==> src/rtl/accel_sched_pkg.sv <==
`default_nettype none
// ============================================================================
// Module  : accel_sched_pkg
// Brief   : State encoding, control bit indices and status bit positions for
//           the accelerator job scheduler.
// Revision: 1.0
// ============================================================================
package accel_sched_pkg;

    typedef enum logic [2:0] {
        ST_IDLE   = 3'd0,
        ST_WLOAD  = 3'd1,
        ST_STREAM = 3'd2,
        ST_DRAIN  = 3'd3,
        ST_DONE   = 3'd4
    } state_e;

    localparam int CTRL_START     = 0;
    localparam int CTRL_ABORT     = 1;

    localparam int STAT_STATE_LSB = 0;
    localparam int STAT_STATE_MSB = 2;
    localparam int STAT_TIMEOUT   = 3;
    localparam int STAT_ABORT     = 4;

endpackage
`default_nettype wire

==> src/rtl/sched_counter.sv <==
`default_nettype none
// ============================================================================
// Module  : sched_counter
// Brief   : Unsigned up-counter with synchronous clear (priority) and enable.
// Revision: 1.0
// ============================================================================
module sched_counter #(
    parameter int REG_WIDTH = 32
) (
    input  logic                 clk,
    input  logic                 rst,
    input  logic                 clr_i,
    input  logic                 en_i,
    output logic [REG_WIDTH-1:0] count_o
);

    localparam logic [REG_WIDTH-1:0] C_ONE = {{(REG_WIDTH-1){1'b0}}, 1'b1};

    logic [REG_WIDTH-1:0] count_q;

    always_ff @(posedge clk or posedge rst) begin
        if (rst) begin
            count_q <= '0;
        end else if (clr_i) begin
            count_q <= '0;
        end else if (en_i) begin
            count_q <= count_q + C_ONE;
        end
    end

    assign count_o = count_q;

endmodule
`default_nettype wire

==> src/rtl/accel_job_scheduler.sv <==
`default_nettype none
// ============================================================================
// Module  : accel_job_scheduler
// Brief   : Sequences weight loads, data streaming and psum draining for one
//           accelerator job. ACCEL_SCHED_TIMEOUT_EN adds a DRAIN watchdog.
// Revision: 1.0
// ============================================================================
module accel_job_scheduler
    import accel_sched_pkg::*;
#(
    parameter int REG_WIDTH     = 32,
    parameter int DRAIN_TIMEOUT = 1024
) (
    input  logic                 clk,
    input  logic                 rst,
    input  logic [REG_WIDTH-1:0] i_conf_ctrl,
    input  logic [REG_WIDTH-1:0] i_conf_cnt,
    input  logic [REG_WIDTH-1:0] i_conf_weightinterval,
    output logic                 o_weight_req,
    input  logic                 i_weight_val,
    output logic                 o_data_req,
    input  logic                 i_data_val,
    input  logic                 i_psum_val,
    output logic                 o_busy,
    output logic                 o_done,
    output logic [REG_WIDTH-1:0] o_status
);

    localparam logic [REG_WIDTH-1:0] C_ONE = {{(REG_WIDTH-1){1'b0}}, 1'b1};

    state_e               state_q, state_d;
    logic                 start_q;
    logic [REG_WIDTH-1:0] cnt_q, intv_q;
    logic                 timeout_q, timeout_d;
    logic                 abort_q, abort_d;

    logic [REG_WIDTH-1:0] w_data_cnt, w_seg_cnt, w_psum_cnt;
    logic                 w_start_edge, w_accept, w_abort;
    logic                 w_data_beat, w_data_last, w_seg_hit;
    logic                 w_psum_en, w_psum_full, w_timeout_hit;
    logic                 w_unused_cfg;

    assign w_unused_cfg = ^{i_conf_ctrl[REG_WIDTH-1:2], (DRAIN_TIMEOUT > 0)};

    assign w_start_edge = i_conf_ctrl[CTRL_START] & ~start_q;
    assign w_accept     = (state_q == ST_IDLE) & w_start_edge;
    assign w_abort      = i_conf_ctrl[CTRL_ABORT];

    assign w_data_beat  = (state_q == ST_STREAM) & i_data_val;
    assign w_data_last  = w_data_beat & ((w_data_cnt + C_ONE) == cnt_q);
    assign w_seg_hit    = w_data_beat & (intv_q != '0) & ((w_seg_cnt + C_ONE) == intv_q);

    // Psums saturate at the job length; the look-ahead term lets the last psum
    // reach DONE with a single cycle of latency.
    assign w_psum_en    = ((state_q == ST_STREAM) | (state_q == ST_DRAIN)) & i_psum_val
                          & (w_psum_cnt != cnt_q);
    assign w_psum_full  = (w_psum_cnt == cnt_q) | (w_psum_en & ((w_psum_cnt + C_ONE) == cnt_q));

    sched_counter #(.REG_WIDTH(REG_WIDTH)) u_data_cnt (
        .clk(clk), .rst(rst), .clr_i(w_accept), .en_i(w_data_beat), .count_o(w_data_cnt)
    );

    sched_counter #(.REG_WIDTH(REG_WIDTH)) u_seg_cnt (
        .clk(clk), .rst(rst), .clr_i(w_accept | w_seg_hit), .en_i(w_data_beat),
        .count_o(w_seg_cnt)
    );

    sched_counter #(.REG_WIDTH(REG_WIDTH)) u_psum_cnt (
        .clk(clk), .rst(rst), .clr_i(w_accept), .en_i(w_psum_en), .count_o(w_psum_cnt)
    );

`ifdef ACCEL_SCHED_TIMEOUT_EN
    localparam logic [REG_WIDTH-1:0] C_WD_LAST = REG_WIDTH'(DRAIN_TIMEOUT - 1);

    logic [REG_WIDTH-1:0] w_wd_cnt;

    sched_counter #(.REG_WIDTH(REG_WIDTH)) u_wd_cnt (
        .clk(clk), .rst(rst), .clr_i(state_q != ST_DRAIN), .en_i(state_q == ST_DRAIN),
        .count_o(w_wd_cnt)
    );

    assign w_timeout_hit = (state_q == ST_DRAIN) & (w_wd_cnt == C_WD_LAST);
`else
    assign w_timeout_hit = 1'b0;
`endif

    always_ff @(posedge clk or posedge rst) begin
        if (rst) begin
            state_q   <= ST_IDLE;
            start_q   <= 1'b0;
            cnt_q     <= '0;
            intv_q    <= '0;
            timeout_q <= 1'b0;
            abort_q   <= 1'b0;
        end else begin
            state_q   <= state_d;
            start_q   <= i_conf_ctrl[CTRL_START];
            timeout_q <= timeout_d;
            abort_q   <= abort_d;
            if (w_accept) begin
                cnt_q  <= i_conf_cnt;
                intv_q <= i_conf_weightinterval;
            end
        end
    end

    always_comb begin
        state_d   = state_q;
        timeout_d = timeout_q;
        abort_d   = abort_q;
        if ((state_q != ST_IDLE) && w_abort) begin
            state_d = ST_IDLE;
            abort_d = 1'b1;
        end else begin
            case (state_q)
                ST_IDLE: begin
                    if (w_start_edge) begin
                        timeout_d = 1'b0;
                        abort_d   = 1'b0;
                        state_d   = (i_conf_cnt == '0) ? ST_DONE : ST_WLOAD;
                    end
                end
                ST_WLOAD: begin
                    if (i_weight_val) state_d = ST_STREAM;
                end
                ST_STREAM: begin
                    if (w_data_last)    state_d = ST_DRAIN;
                    else if (w_seg_hit) state_d = ST_WLOAD;
                end
                ST_DRAIN: begin
                    if (w_psum_full) begin
                        state_d = ST_DONE;
                    end else if (w_timeout_hit) begin
                        state_d   = ST_DONE;
                        timeout_d = 1'b1;
                    end
                end
                ST_DONE:  state_d = ST_IDLE;
                default:  state_d = ST_IDLE;
            endcase
        end
    end

    assign o_busy       = (state_q != ST_IDLE);
    assign o_weight_req = (state_q == ST_WLOAD);
    assign o_data_req   = (state_q == ST_STREAM);
    assign o_done       = (state_q == ST_DONE);

    always_comb begin
        o_status                              = '0;
        o_status[STAT_STATE_MSB:STAT_STATE_LSB] = state_q;
        o_status[STAT_TIMEOUT]                = timeout_q;
        o_status[STAT_ABORT]                  = abort_q;
    end

endmodule
`default_nettype wire
==> config.mk <==
export PLATFORM = sky130hd
export DESIGN_NAME = accel_job_scheduler
export DESIGN_NICKNAME = d
export VERILOG_FILES = /design/src/rtl/accel_sched_pkg.sv /design/src/rtl/sched_counter.sv /design/src/rtl/accel_job_scheduler.sv
export SDC_FILE = /design/constraint.sdc
export NUM_CORES = 1
export LEC_CHECK = 0
export CELL_PAD_IN_SITES_DETAIL_PLACEMENT = 1
export CELL_PAD_IN_SITES_GLOBAL_PLACEMENT = 2
export CORE_MARGIN = 2
export CORE_UTILIZATION = 37
export DETAILED_ROUTE_END_ITERATION = 8
export PLACE_DENSITY = 0.95
export SETUP_SLACK_MARGIN = 0.02
export SYNTH_ARGS = -nofsm -noshare
export SYNTH_HDL_FRONTEND = slang
export SYNTH_HIERARCHICAL = 1
export SYNTH_SLANG_ARGS = --single-unit
export TNS_END_PERCENT = 20
==> constraint.sdc <==
create_clock -name clk -period 11.8 [get_ports clk]
set_clock_uncertainty 0.2 [all_clocks]
set_input_delay 1.18 -clock clk [delete_from_list [all_inputs] [get_ports clk]]
set_output_delay 1.18 -clock clk [all_outputs]
set_load 0.02 [all_outputs]
==> flow_metrics.env, run 1 <==
export IMPL_fin_crit_sh=0.493
export IMPL_hold_path_depth=2
export IMPL_hpwl_mm=27.3
export IMPL_yosysTopAreaCellShare=0.349
export IMPL_die_width_um=183
export IMPL_die_height_um=183
export IMPL_io_buffers=78
export IMPL_critPathRequiredTime_ns=11.93
export IMPL_place_gp_congestion=0.882
export IMPL_outcome="finished clean"
export IMPL_placement_cell_area_mm2=0.0128
export IMPL_wirelength_mm=37.9
export IMPL_hold_buffers=0
export IMPL_grt_use_total=0.231
export IMPL_utilization=0.422
export IMPL_core_area_mm2=0.0316
export IMPL_clock_latency_ns=0.44
export IMPL_min_period_ns=5.82
export IMPL_arrival_ns=5.95
export IMPL_synth_seq_cells=165
export IMPL_ir_drop_uv=104
export IMPL_synth_area_per_cell_um2=8.30
export IMPL_p_leak_nw=5.22
export IMPL_root_buffer="clkbuf_16"
export IMPL_cts_resized=0
export IMPL_cts_setup_buffers=0
export IMPL_crit_type="input port to register"
export IMPL_cts_sinks=165
export IMPL_startpoint="i_data_val"
export IMPL_area_growth_synth_to_final_pct=12.5
export IMPL_r2r_cells=12
export IMPL_end_kind="register"
export IMPL_setup_violations=0
export IMPL_num_rows=65
export IMPL_cts_tree="yes"
export IMPL_yosysSeqAreaShare=0.349
export IMPL_io_pins=137
export IMPL_grt_antenna_before_repair=0
export IMPL_design_area_mm2=0.0133
export IMPL_post_drt_wl_per_cell_um=20.2
export IMPL_hp_start="intv_q[11]$_DFFE_PP0P_"
export IMPL_synth_edf_count=0
export IMPL_insertedDiodeCount=0
export IMPL_clock_path_buffers=2
export IMPL_grt_pass1_vias=11300
export IMPL_final_antenna_net_count=0
export IMPL_drc=0
export IMPL_fillCellCount=3787
export IMPL_synth_top_area_cell="dfrtp_1"
export IMPL_r2r_start="state_q[1]$_DFFE_PP0P_"
export IMPL_start_kind="input port"
export IMPL_htree_levels=4
export IMPL_worstMarginPinSlew_ns=0.969
export IMPL_synthCells=1427
export IMPL_async_flop_share=1.00
export IMPL_grt_max_degree=78
export IMPL_power_mw=2.17
export IMPL_synthTopCellsByArea="dfrtp_1 35%, nand2_1 8.7%, xnor2_1 7.5%"
export IMPL_whs_ns=0.332
export IMPL_drtPass1Iterations=5
export IMPL_rsz0062_at_grt="false"
export IMPL_vias_per_cell=5.86
export IMPL_critical_path_max_fanout=16
export IMPL_fmax_mhz=172
export IMPL_grt_first_pass_wirelength_mm=62.0
export IMPL_netlist_area_mm2=0.0118
export IMPL_p_per_area_mw_per_mm2=163
export IMPL_tns_ns=0
export IMPL_report_final_slew_viol_count=0
export IMPL_synth_warning_count=6
export IMPL_grt_remaining_overflow=0
export IMPL_finalHoldViolCount=0
export IMPL_hold_class="register to register"
export IMPL_clk_pin_slew_ns=0.07
export IMPL_drive_gt1_frac=0.0637
export IMPL_slew_headroom=0.354
export IMPL_drtIter0Drc=856
export IMPL_initial_core_util=0.375
export IMPL_drv_cap=0
export IMPL_synthFlopType="dfrtp_1"
export IMPL_synth_distinct_cells=83
export IMPL_vias=11000
export IMPL_nets=1570
export IMPL_cts_buffers=17
export IMPL_die_area_mm2=0.0335
==> metrics by stage <==
step / setup WS, ns / std cells
4_1_cts: 6.08 / 1878
3_3_place_gp: 5.79 / 1846
2_1_floorplan: 7.12 / 1454
5_1_grt: 5.77 / 1878
6_report: 5.98 / 1878
3_5_place_dp: 5.63 / 1846
==> cells in the mapped netlist, drive strengths merged (26+ instances only) <==
cell	instances
nor2b	26
nor3	37
nand3	44
xor2	58
nand4	66
a21oi	56
or3	29
clkbuf	38
nand2	273
o21ai	32
or4	36
inv	32
buf	58
dfrtp	165
xnor2	101
o31ai	27
nor4	58
nor2	91
==> path summary, 6_finish.rpt <==
| path | to | slack, ns |
|---|---|---|
| setup reg to reg | u_seg_cnt/count_o[30]$_DFFE_PP0P_ | 6.04 |
| hold / removal | intv_q[11]$_DFFE_PP0P_ | 0.33 |
| hold reg to reg | intv_q[11]$_DFFE_PP0P_ | 0.33 |
| max in group asynchronous | cnt_q[29]$_DFFE_PP0P_ | 9.42 |
| min in group asynchronous | u_psum_cnt/count_o[3]$_DFFE_PP0P_ | 1.14 |
| setup / recovery | u_seg_cnt/count_o[30]$_DFFE_PP0P_ | 5.98 |
==> layout by cell type, fill, tap and decap left out, types with 32 or more instances in the layout <==
master / n
nor4_1: 53
o21ai_0: 32
nor3_1: 34
or4_1: 32
nand2_1: 273
xnor2_1: 101
nand4_1: 64
dfrtp_1: 165
nor2_1: 91
nand3_1: 44
a21oi_1: 56
xor2_1: 58
clkdlybuf4s50_1: 78
==> power by group <==
| group | switching, mW | leakage (nW) | internal [mW] |
|---|---|---|---|
| sequential | 0.217 | 2.19 | 0.681 |
| combinational | 0.391 | 2.75 | 0.316 |
| clock | 0.259 | 0.272 | 0.304 |
| total | 0.867 | 5.22 | 1.30 |
==> routing by layer <==
metal	GRT usage	wire [um]
met5	0	0
met1	0.299	16800
met4	0.0730	860
met3	0.0292	1270
met2	0.402	19000
==> cells by family after synthesis <==
group           after synthesis  synth area share
mux                          30            0.0278
other cells                   1          0.000317
compound gates              185             0.106
buf+inv                     128            0.0560
flops                       165             0.349
simple gates                753             0.337
fa+ha+maj                     6           0.00634
xor+xnor                    159             0.118
==> flip-flops by register name, indices dropped and copies added, names as in the netlist <==
name	count
cnt_q	32
intv_q	32
u_data_cnt/count_o	32
u_psum_cnt/count_o	32
u_seg_cnt/count_o	32
state_q	3
abort_q	1
start_q	1
==> layout make-up <==
cell class | instances | area [um2] | area share
Multi-Input combinational cell | 1161 | 7160 | 0.537
Timing Repair Buffer | 86 | 841 | 0.0631
Sequential cell | 165 | 4130 | 0.310
Clock inverter | 13 | 123 | 0.00920
Inverter | 32 | 123 | 0.00920
Clock buffer | 19 | 453 | 0.0340
Tap cell | 402 | 503 | 0.0377
==> critical path: stages <==
cell	delay, ns
clkdlybuf4s50_1	0.50
and2_1	0.58
nand4_1	0.18
nor4_1	0.58
nand4_1	0.18
nor4_1	0.24
nand4b_1	0.35
nand2_1	0.23
o2111ai_2	0.32
or3_1	0.70
nor4_1	0.51
mux2_2	0.38
Note: power is estimated with default switching activity, not from simulation.
==> run 2, diff against run 1 <==
- CORE_UTILIZATION: 37 -> 35
- PLACE_DENSITY: 0.95 -> 0.91
- clock period: 11.8 -> 5.8 ns (I/O delays scaled with it)
==> flow_metrics.env, run 2 (same netlist as run 1, synthesis figures left out) <==
export IMPL_die_area_mm2=0.0353
export IMPL_startpoint="u_seg_cnt/count_o[9]$_DFFE_PP0P_"
export IMPL_drive_gt1_frac=0.0668
export IMPL_grt_remaining_overflow=0
export IMPL_vias=10800
export IMPL_worstMarginPinSlew_ns=0.991
export IMPL_hpwl_mm=27.4
export IMPL_design_area_mm2=0.0134
export IMPL_io_buffers=78
export IMPL_io_pins=137
export IMPL_cts_tree="yes"
export IMPL_fin_crit_sh=0.931
export IMPL_start_kind="register"
export IMPL_critPathRequiredTime_ns=5.92
export IMPL_fmax_mhz=185
export IMPL_drtPass1Iterations=5
export IMPL_post_drt_wl_per_cell_um=19.1
export IMPL_layout_common_cells="273 x nand2_1, 165 x dfrtp_1, 101 x xnor2_1"
export IMPL_min_period_ns=5.40
export IMPL_layout_commonest_cell="nand2_1"
export IMPL_insertedDiodeCount=0
export IMPL_hold_path_depth=2
export IMPL_p_per_area_mw_per_mm2=323
export IMPL_drc=0
export IMPL_clock_latency_ns=0.45
export IMPL_finalHoldViolCount=0
export IMPL_tns_ns=0
export IMPL_nets=1575
export IMPL_num_rows=67
export IMPL_grt_max_degree=64
export IMPL_r2r_slack_ns=0.40
export IMPL_slew_headroom=0.336
export IMPL_rsz0062_at_grt="false"
export IMPL_drv_cap=0
export IMPL_worstSetupEndpoint="u_seg_cnt/count_o[30]$_DFFE_PP0P_"
export IMPL_end_kind="register"
export IMPL_grt_use_total=0.212
export IMPL_die_width_um=188
export IMPL_r2r_cells=12
export IMPL_p_leak_nw=5.24
export IMPL_die_height_um=188
export IMPL_htree_levels=4
export IMPL_clock_path_buffers=2
export IMPL_initial_core_util=0.354
export IMPL_cts_sinks=165
export IMPL_crit_type="register to register"
export IMPL_place_ws_ns=0.395
export IMPL_grt_antenna_before_repair=0
export IMPL_setup_violations=0
export IMPL_arrival_ns=5.53
export IMPL_outcome="finished clean"
export IMPL_clk_pin_slew_ns=0.07
export IMPL_critical_path_max_fanout=16
export IMPL_cts_setup_buffers=0
export IMPL_core_area_mm2=0.0334
export IMPL_place_gp_congestion=0.884
export IMPL_placement_cell_area_mm2=0.0128
export IMPL_reg2reg_to="u_seg_cnt/count_o[30]$_DFFE_PP0P_"
export IMPL_ir_drop_uv=243
export IMPL_grt_pass1_vias=11000
export IMPL_cts_buffers=17
export IMPL_vias_per_cell=5.61
export IMPL_report_final_slew_viol_count=0
export IMPL_drtIter0Drc=582
export IMPL_hold_class="register to register"
export IMPL_area_growth_synth_to_final_pct=13.1
export IMPL_r2r_start="u_seg_cnt/count_o[9]$_DFFE_PP0P_"
export IMPL_wirelength_mm=36.9
export IMPL_setup_ws_ns=0.398
export IMPL_root_buffer="clkbuf_16"
export IMPL_final_antenna_net_count=0
export IMPL_grt_first_pass_wirelength_mm=59.9
export IMPL_whs_ns=0.308
[run 2: layout make-up]
class,count,area [um2]
Inverter,32,123
Tap cell,448,561
Fill cell,3981,20100
Timing Repair Buffer,91,878
Multi-Input combinational cell,1161,7170
Sequential cell,165,4130
Clock inverter,14,105
Clock buffer,18,429
[run 2: where the power goes]
group	leakage [nW]	internal, mW	total (mW)	switching, mW
registers	2.19	1.39	1.81	0.425
logic	2.80	0.651	1.45	0.795
clock network	0.249	0.551	1.07	0.517
[run 2: timing repair]
action                     4_1_cts  5_1_grt
hold buffers                     0        0
gates resized for setup          0        2
setup endpoints to repair        0        7
[run 2: critical path, cell delays in order, from the launching register on]
cell,delay [ns]
dfrtp_1,0.59
nand4_1,0.43
or4_1,0.68
or3_1,0.40
a211oi_1,0.26
o2111ai_1,0.14
nor4_1,0.30
nand4b_1,0.35
nand2_1,0.22
o2111ai_2,0.33
or3_4,0.58
nor4_1,0.41
mux2_2,0.39
[run 2: routing by layer]
metal	global-route usage	vias to the layer above	part of all wire
li1	-	5157	-
met1	0.271	5442	0.45
met2	0.367	187	0.50
met3	0.0311	38	0.036
met4	0.0675	0	0.023
met5	0	-	0
[run 2: worst min path at each step]
| stage | from | slack [ns] | to |
|---|---|---|---|
| final | abort_q$_DFFE_PP0P_ | 0.31 | abort_q$_DFFE_PP0P_ |
| after global routing | intv_q[31]$_DFFE_PP0P_ | 0.36 | intv_q[31]$_DFFE_PP0P_ |
| after CTS | abort_q$_DFFE_PP0P_ | 0.31 | abort_q$_DFFE_PP0P_ |
| after detailed placement | abort_q$_DFFE_PP0P_ | 0.29 | abort_q$_DFFE_PP0P_ |
| after global placement | abort_q$_DFFE_PP0P_ | 0.28 | abort_q$_DFFE_PP0P_ |
| after floorplan | abort_q$_DFFE_PP0P_ | 0.26 | abort_q$_DFFE_PP0P_ |
[run 2: per-stage QoR]
step | utilization | cells | power [mW]
5_1_grt | 0.400 | 1929 | 4.61
6_report | 0.400 | 1929 | 4.32
2_1_floorplan | - | 1454 | 2.76
3_3_place_gp | 0.384 | 1897 | 3.21
4_1_cts | 0.400 | 1929 | 4.36
3_5_place_dp | 0.384 | 1897 | 3.27
